**config.mk**
```make
export PLATFORM = sky130hd
export DESIGN_NAME = pc_seq_flat
export DESIGN_NICKNAME = d
export VERILOG_FILES = /design/src/rtl/pc_seq_if.sv /design/src/rtl/pc_seq.sv /design/src/flat_wrapper.sv
export SDC_FILE = /design/constraint.sdc
export NUM_CORES = 1
export LEC_CHECK = 0
export CORE_ASPECT_RATIO = 1.5
export CORE_MARGIN = 2
export CORE_UTILIZATION = 54
export CTS_CLUSTER_SIZE = 30
export DETAILED_ROUTE_END_ITERATION = 10
export GPL_ROUTABILITY_DRIVEN = 0
export PLACE_DENSITY_LB_ADDON = 0.08
export SLEW_MARGIN = 30
export SYNTH_ARGS = -nofsm -noshare
export SYNTH_HDL_FRONTEND = slang
export SYNTH_SLANG_ARGS = --single-unit
```
**constraint.sdc**
```tcl
create_clock -name clk -period 2.7 [get_ports clk]
set_clock_uncertainty 0.1 [all_clocks]
set_input_delay 0.27 -clock clk [delete_from_list [all_inputs] [get_ports clk]]
set_output_delay 0.27 -clock clk [all_outputs]
set_load 0.03 [all_outputs]
```
**src/rtl/pc_seq_if.sv**
```systemverilog
// Decoder-side bundle for the picoMIPS program counter.
// The decoder is the master; pc_seq is the slave.
interface pc_seq_if #(
  parameter int Psize = 6
);
  logic             stall;
  logic [2:0]       op;
  logic [Psize-1:0] target;
  logic [Psize-1:0] offset;
  logic             cond;
  logic             resume;
  logic [Psize-1:0] PCout;
  logic             halted;
  logic             rs_empty;
  logic             rs_full;
  logic             rs_overflow;
  logic             rs_underflow;

  modport master (
    output stall, op, target, offset, cond, resume,
    input  PCout, halted, rs_empty, rs_full, rs_overflow, rs_underflow
  );

  modport slave (
    input  stall, op, target, offset, cond, resume,
    output PCout, halted, rs_empty, rs_full, rs_overflow, rs_underflow
  );
endinterface

```
**src/rtl/pc_seq.sv**
```systemverilog
// picoMIPS program counter: INC/JMP/branch/CALL/RET/HALT with a circular
// hardware return stack, stall, and sticky stack overflow/underflow flags.
module pc_seq #(
  parameter int Psize    = 6,
  parameter int RS_DEPTH = 4
) (
  input  logic     clk,
  input  logic     reset_n,
  pc_seq_if.slave  bus
);
  localparam int AW = $clog2(RS_DEPTH);
  localparam int CW = AW + 1;

  localparam logic [0:0] S_RUN    = 1'b0;
  localparam logic [0:0] S_HALTED = 1'b1;

  localparam logic [2:0] OP_INC  = 3'b000;
  localparam logic [2:0] OP_JMP  = 3'b001;
  localparam logic [2:0] OP_BRT  = 3'b010;
  localparam logic [2:0] OP_BRF  = 3'b011;
  localparam logic [2:0] OP_CALL = 3'b100;
  localparam logic [2:0] OP_RET  = 3'b101;
  localparam logic [2:0] OP_HALT = 3'b110;

  localparam logic [CW-1:0] CNT_FULL = CW'(RS_DEPTH);

  logic [Psize-1:0] pc_q, pc_d;
  logic [0:0]       state_q, state_d;
  logic [CW-1:0]    cnt_q, cnt_d;
  logic [AW-1:0]    tp_q, tp_d;
  logic             ovf_q, ovf_d;
  logic             unf_q, unf_d;
  logic [Psize-1:0] stack_q [RS_DEPTH];
  logic [Psize-1:0] stack_d [RS_DEPTH];

  logic [Psize-1:0] pc_inc_s;
  logic [Psize-1:0] pc_rel_s;
  logic [AW-1:0]    tp_dec_s;

  assign pc_inc_s = pc_q + Psize'(1);
  assign pc_rel_s = pc_q + bus.offset;
  assign tp_dec_s = tp_q - AW'(1);

  // Next-state logic; tp_q is the next write slot, so a push on a full
  // stack naturally overwrites the oldest entry.
  always_comb begin
    pc_d    = pc_q;
    state_d = state_q;
    cnt_d   = cnt_q;
    tp_d    = tp_q;
    ovf_d   = ovf_q;
    unf_d   = unf_q;
    stack_d = stack_q;
    if (bus.stall) begin
      pc_d = pc_q;
    end else if (state_q == S_HALTED) begin
      if (bus.resume) begin
        state_d = S_RUN;
        pc_d    = pc_inc_s;
      end else begin
        pc_d = pc_q;
      end
    end else begin
      case (bus.op)
        OP_INC:  pc_d = pc_inc_s;
        OP_JMP:  pc_d = bus.target;
        OP_BRT:  pc_d = bus.cond ? pc_rel_s : pc_inc_s;
        OP_BRF:  pc_d = bus.cond ? pc_inc_s : pc_rel_s;
        OP_CALL: begin
          pc_d          = bus.target;
          stack_d[tp_q] = pc_inc_s;
          tp_d          = tp_q + AW'(1);
          if (cnt_q == CNT_FULL) begin
            ovf_d = 1'b1;
          end else begin
            cnt_d = cnt_q + CW'(1);
          end
        end
        OP_RET: begin
          if (cnt_q != CW'(0)) begin
            pc_d  = stack_q[tp_dec_s];
            tp_d  = tp_dec_s;
            cnt_d = cnt_q - CW'(1);
          end else begin
            pc_d  = pc_inc_s;
            unf_d = 1'b1;
          end
        end
        OP_HALT: state_d = S_HALTED;
        default: pc_d = pc_inc_s;
      endcase
    end
  end

  // Control and flag registers.
  always_ff @(posedge clk or negedge reset_n) begin
    if (!reset_n) begin
      pc_q    <= Psize'(0);
      state_q <= S_RUN;
      cnt_q   <= CW'(0);
      tp_q    <= AW'(0);
      ovf_q   <= 1'b0;
      unf_q   <= 1'b0;
    end else begin
      pc_q    <= pc_d;
      state_q <= state_d;
      cnt_q   <= cnt_d;
      tp_q    <= tp_d;
      ovf_q   <= ovf_d;
      unf_q   <= unf_d;
    end
  end

  // Stack storage carries no reset; its contents are meaningless at count 0.
  always_ff @(posedge clk) begin
    stack_q <= stack_d;
  end

  assign bus.PCout        = pc_q;
  assign bus.halted       = (state_q == S_HALTED);
  assign bus.rs_empty     = (cnt_q == CW'(0));
  assign bus.rs_full      = (cnt_q == CNT_FULL);
  assign bus.rs_overflow  = ovf_q;
  assign bus.rs_underflow = unf_q;
endmodule

```
**src/flat_wrapper.sv**
```systemverilog
// flat-port wrapper written by rule: the top's interface ports become plain ports
module pc_seq_flat 
#(
  parameter int Psize    = 6,
  parameter int RS_DEPTH = 4
)
  (clk, reset_n, bus_stall, bus_op, bus_target, bus_offset, bus_cond, bus_resume, bus_PCout, bus_halted, bus_rs_empty, bus_rs_full, bus_rs_overflow, bus_rs_underflow);
  pc_seq_if #(.Psize(Psize)) bus_i ();
  input  logic clk;
  input  logic reset_n;
  input wire logic [$bits(bus_i.stall)-1:0] bus_stall;
  input wire logic [$bits(bus_i.op)-1:0] bus_op;
  input wire logic [$bits(bus_i.target)-1:0] bus_target;
  input wire logic [$bits(bus_i.offset)-1:0] bus_offset;
  input wire logic [$bits(bus_i.cond)-1:0] bus_cond;
  input wire logic [$bits(bus_i.resume)-1:0] bus_resume;
  output wire logic [$bits(bus_i.PCout)-1:0] bus_PCout;
  output wire logic [$bits(bus_i.halted)-1:0] bus_halted;
  output wire logic [$bits(bus_i.rs_empty)-1:0] bus_rs_empty;
  output wire logic [$bits(bus_i.rs_full)-1:0] bus_rs_full;
  output wire logic [$bits(bus_i.rs_overflow)-1:0] bus_rs_overflow;
  output wire logic [$bits(bus_i.rs_underflow)-1:0] bus_rs_underflow;
  assign bus_i.stall = bus_stall;
  assign bus_i.op = bus_op;
  assign bus_i.target = bus_target;
  assign bus_i.offset = bus_offset;
  assign bus_i.cond = bus_cond;
  assign bus_i.resume = bus_resume;
  assign bus_PCout = bus_i.PCout;
  assign bus_halted = bus_i.halted;
  assign bus_rs_empty = bus_i.rs_empty;
  assign bus_rs_full = bus_i.rs_full;
  assign bus_rs_overflow = bus_i.rs_overflow;
  assign bus_rs_underflow = bus_i.rs_underflow;
  pc_seq #(.Psize(Psize), .RS_DEPTH(RS_DEPTH)) u_core (.clk(clk), .reset_n(reset_n), .bus(bus_i));
endmodule
```
* Word level (Yosys, flattened, before mapping) *
Index checks and enable logic that the tools add are counted.

word-level totals
  register bits after elaboration = 38
  output and inout bits = 11
  logic and storage cells = 66

operators by class
  add/subtract/negate cells = 6
  order comparisons = 3
  equality and inequality tests = 11
  muxes and demuxes = 20
  bitwise operators = 5
  reductions and logical operators = 11

operators with widths
  kind                   number
  $mux W6                8
  $pmux W6 S5            1
  $bwmux W24             1
  $bmux W6 S2            1
  $demux W6 S2           1
  $eq A3 B3 Y1 const B   4
  $reduce_and A4 Y1      3
  $add A6 B1 Y6 const B  1
  $add A6 B6 Y6          1
  $eq A3 B2 Y1 const B   2
  $ge A3 B3 Y1 const B   2
  $mux W3                2
  $not A2 Y3             2
  $pmux W3 S2            1
  $reduce_and A3 Y1      2
  $reduce_and A5 Y1      1
  $ne A2 B1 Y1 const B   2
  $ne A2 B2 Y1 const B   2
  $pmux W2 S2            1
  $add A3 B1 Y3 const B  1
  $eq A3 B1 Y1 const B   1
  $logic_not A3 Y1       1
  $lt A3 B1 Y1 const B   1
  $mux W1                3
  9 further kinds        11

* Depth between registers and ports, before layout *
Gate-level depths: netlist (run 1).

  depth after elaboration = 8
  gate-level depth with buffers = 9
  gate-level depth less buffers = 7

* Least setup slack after synthesis (run 1) *
Ideal clock, no wire load.

  path kind = flip-flop to flip-flop
  start = register u_core.tp_q[0]
  end = register u_core.pc_q[1] (netlist: u_core.bus.PCout[1])
  setup time = 128 ps
  arrival = 2057 ps
  slack = 414 ps
  stages on the path, launching flop included = 10
  clock period less this slack = 2286 ps
  path through = dfrtp_1 buf_6 inv_1 ha_1 clkbuf_1 mux4_2 nor3b_1 a221o_1 a21oi_1 o31ai_1

on the way
  word-level cells in the longest chain between the ends = 8

RTL lines
  item                                         RTL line       RTL
  start, declared                              pc_seq.sv:30   logic [AW-1:0] tp_q, tp_d;
  start signal, assigned                       pc_seq.sv:108  tp_q <= tp_d;
  $sub A2 B1 Y2                                pc_seq.sv:42   assign tp_dec_s = tp_q - AW'(1);
  named net u_core.tp_dec_s[0]                 pc_seq.sv:38   logic [AW-1:0] tp_dec_s;
  $not A2 Y3 (implied by the code)             pc_seq.sv:81   pc_d = stack_q[tp_dec_s];
  $bmux W6 S2                                  pc_seq.sv:81
  $mux W6 (implied by the code) (2 in series)  pc_seq.sv:81
  $mux W6                                      pc_seq.sv:80   if (cnt_q != CW'(0)) begin
  $pmux W6 S5                                  pc_seq.sv:64   case (bus.op)
  $mux W6                                      pc_seq.sv:56   end else if (state_q == S_HALTED) begin
  end signal, assigned                         pc_seq.sv:98   pc_q <= Psize'(0);
  end signal, assigned                         pc_seq.sv:105  pc_q <= pc_d;
  end, declared                                pc_seq.sv:27   logic [Psize-1:0] pc_q, pc_d;

The timed path passes the listed nets, and every way through them passes these cells. The select of a mux whose other input is x is not followed.
A chain may end at the register's enable or synchronous reset.

* Final worst setup path (run 1) *
  start = register u_core.pc_q[0] (netlist: u_core.bus.PCout[0])
  end = register u_core.pc_q[4] (netlist: u_core.bus.PCout[4])

on the way
  word-level cells in the longest chain between the ends = 4
  elaborated cells between the ends (all ways) = 8

RTL lines
  item                                                   RTL line
  $add A6 B1 Y6 / $add A6 B6 Y6 (equally long branches)  pc_seq.sv:40, pc_seq.sv:41
  $mux W6 (on tied branches)                             pc_seq.sv:80, pc_seq.sv:67, pc_seq.sv:68
  $pmux W6 S5                                            pc_seq.sv:64
  $mux W6 (*)                                            pc_seq.sv:56

Mark *: on every way between the ends. The rest lies on a longest branch, timed or not. The select of a mux whose other input is x is not followed.

==> results of run 1 <==
[how the worst max path moves through the flow]
| stage | slack [ns] | end | cells past startpoint |
|---|---|---|---|
| after floorplan | 0.41 | u_core.bus.PCout[1] | 9 |
| after global placement | 0.28 | u_core.stack_q[14] | 4 |
| after detailed placement | 0.21 | u_core.stack_q[10] | 4 |
| after CTS | 0.39 | u_core.bus.PCout[4] | 7 |
| after global routing | 0.27 | u_core.bus.PCout[4] | 7 |
| final | 0.39 | u_core.bus.PCout[4] | 7 |
[per-stage QoR]
stage,std cells,setup WS (ns)
after floorplan,166,0.414
after global placement,235,0.280
after global routing,243,0.266
final,243,0.395
after CTS,243,0.388
after detailed placement,235,0.208
[routing by layer]
metal	vias up	part of all wire, %	track usage, %
met5	-	0	0
met4	0	4.0	15.6
met1	711	38	26.6
met3	17	6.3	5.33
met2	59	51	38.9
li1	689	-	-
[flip-flops by register name, indices dropped and copies added, names as in the netlist]
register,count
u_core.bus.PCout,6
u_core.bus.halted,1
u_core.bus.rs_overflow,1
u_core.bus.rs_underflow,1
u_core.cnt_q,3
u_core.stack_q,24
u_core.tp_q,2
[worst register-to-register path, delay by kind of cell, from the launching register on]
kind,cells,cell delay [ns]
adders and majority gates,2,0.72
DFF,1,0.48
xor gates and xnor gates,1,0.08
AOI/OAI and AO/OA,4,0.80
[cell usage after synthesis, drive strengths merged, types with 5 or more instances]
cell and n:
a211oi 5, a21o 7, a21oi 7, and2 6
dfrtp 14, edfxtp 24, ha 10, inv 10
mux4 6, nand2 9, nor2 7, o21ai 6
xnor2 13
[cells in the final DEF, fill, tap and decap left out, types with 5 or more instances in the layout]
cell type	instances
a21o_1	5
clkbuf_8	5
inv_1	9
mux4_2	6
edfxtp_1	24
clkdlybuf4s50_1	30
xnor2_1	13
and2_1	5
nor2_1	6
ha_1	10
nand2_1	9
a211oi_1	5
o21ai_0	5
a21oi_1	7
dfrtp_1	14
[power by group through the flow]
stage / Sequential (mW) / Clock, mW / Combinational (mW)
2_1_floorplan: 0.988 / 0 / 0.691
5_1_grt: 0.926 / 0.606 / 1.23
3_5_place_dp: 0.923 / 0 / 1.11
3_3_place_gp: 0.914 / 0 / 1.09
4_1_cts: 0.911 / 0.588 / 1.13
6_report: 0.912 / 0.581 / 1.12
[cell families (layout without fill, tap and decap cells)]
| kind of cell | after synthesis | count (layout) |
|---|---|---|
| AO/OA/AOI/OAI | 40 | 40 |
| XOR/XNOR | 16 | 16 |
| adder cells (fa/ha/maj) | 12 | 12 |
| buffers and inverters | 16 | 50 |
| flip-flops | 38 | 38 |
| multiplexers | 6 | 6 |
| AND/OR/NAND/NOR | 38 | 38 |
[cell type report]
cell class	count	area, um2	area share (%)
clock buffer	5	68.8	2.67
clock inverter	3	68.8	2.67
inverter	10	37.5	1.45
multi-input combinational	112	965	37.4
sequential	38	1070	41.5
tap	43	53.8	2.09
timing repair buffer	32	315	12.2
==> run metrics, run 1 <==
outcome completed; Reg-to-Reg Start u_core.bus.PCout[0]; RSZ-0062 raised after global routing false; Slowest-stage cell, CP dfrtp_1; WP data required 2.78 ns; design area 2580 um2; Post-synth EDFFs 24; Sw Share 36.2%; Arr. time, crit path about 2.4 ns; via count 1,476; post-DP HPWL between 3000 and 4000 um; sequential cell area fraction in the yosys report approximately 51%; R2R depth 7; Final nets 231; Reg2Reg Capture Point u_core.bus.PCout[4]; Worst setup SP type flop; Reg2Reg Setup Slack 0.39 ns; Slew @ Worst Pin 0.732 ns; Post-DRT Antenna Nets 0; dominant cells by area after synthesis edfxtp_1, dfrtp_1, mux4_2; Pre-antenna DRT Iters 5; Worst Path Max Fanout 8; largest net degree at the start of global routing 15; Synth Area in Adders 7.79%; worst hold slack 0.299 ns; Buf/Inv on CP 0; initial DRC count 57; Clk network pwr share between 20% and 30%; kind of critical path reg2reg; Post-CTS Resized 0; VDD IR-drop max 0.822 mV; share of cells above drive strength 1 12.0%; area leader, netlist edfxtp_1; Synth Register Bits 38; die span in x 55.2 um; leak pwr 1.01 nW; Routed Wire Length ~4600 um; internal power 1.67 mW; Syn Nets 198; Pwr Total 2.61 mW; Die ar. 4450 um2; # diodes 0; first-pass GRT wire length 7240 um; YS warnings 0; final worst-path cycle share between 80% and 90%; switching power total 0.946 mW; cts bufs inserted 5; CTS Sinks 38; syn avg cell area about 13 um2; main combinational cell family by area after synthesis compound AO/OA/AOI/OAI gates; CP Cell Sequence ha_1, fa_1, a21o_1, a21oi_1, xnor2_1, a222oi_1, o21ai_0; DRC viols 0; Synth Instances 166; share of Yosys cell area claimed by the top area cell type 34.0%; setup bufs post-CTS 0; Vias/cell 6.07; min-delay worst type in2async; max incr delay on CP roughly 0.48 ns; crit path from u_core.bus.PCout[0]; Post-Route Setup TNS 0 ns; clk buf depth 2; CP Capture Type flop; Synth Area in Compound Gates 14.1%; clk_lat worst skew approximately 0.3 ns; TritonCTS clock tree built; Core ar. ~3700 um2; placed inst area 2440 um2; Fin. Hold Viols 0; Port Buffers 30; gr ovfl total 0; Flop pwr share 34.9%; Core Util, Final 69.4%; area share of xor/xnor cells in the synthesized design 6.61%; Initial Util 57.0%; Die Y-Extent 80.7 um; top_reg_cell synth edfxtp_1; synthesized area 2120 um2; Worst-path clk slew 0.08 ns; crit-path leading delay family compound AO/OA/AOI/OAI gates; Synth Area in Simple Gates 10.6%; combinational power share a little over two fifths; final slew viol count 0; min Tclk post-route ~2.3 ns; vias in the first global route 1,560; Max-slew headroom around 50%; P per Cell Area 1010 nW/um2; Netlist cell types 43; Ports 31; # setup viols final 0; maximum clock frequency 434 MHz; mux cell area share after synthesis 6.38%; per-cell routed wire length around 19 um; filler cell count 282; Area growth syn-to-layout 21.7%; hold buffer count at CTS 0; std cell rows 27; maxcap violations 0; Synth async-reset ratio 36.8%; H-Tree Depth 2; initial antenna violation count 0; Total GRT Usage a little under a quarter; CTS root buffer clkbuf_8
No activity file was read; power rests on OpenSTA's default activity.
==> run 2, diff against run 1 <==
--- a/config.mk
+++ b/config.mk
@@ -8,7 +8,6 @@
 export CORE_ASPECT_RATIO = 1.5
 export CORE_MARGIN = 2
 export CORE_UTILIZATION = 54
-export CTS_CLUSTER_SIZE = 30
 export DETAILED_ROUTE_END_ITERATION = 10
 export GPL_ROUTABILITY_DRIVEN = 0
 export PLACE_DENSITY_LB_ADDON = 0.08
==> results of run 2 <==
The final DEF is identical to that of run 1; final timing and power are the same.
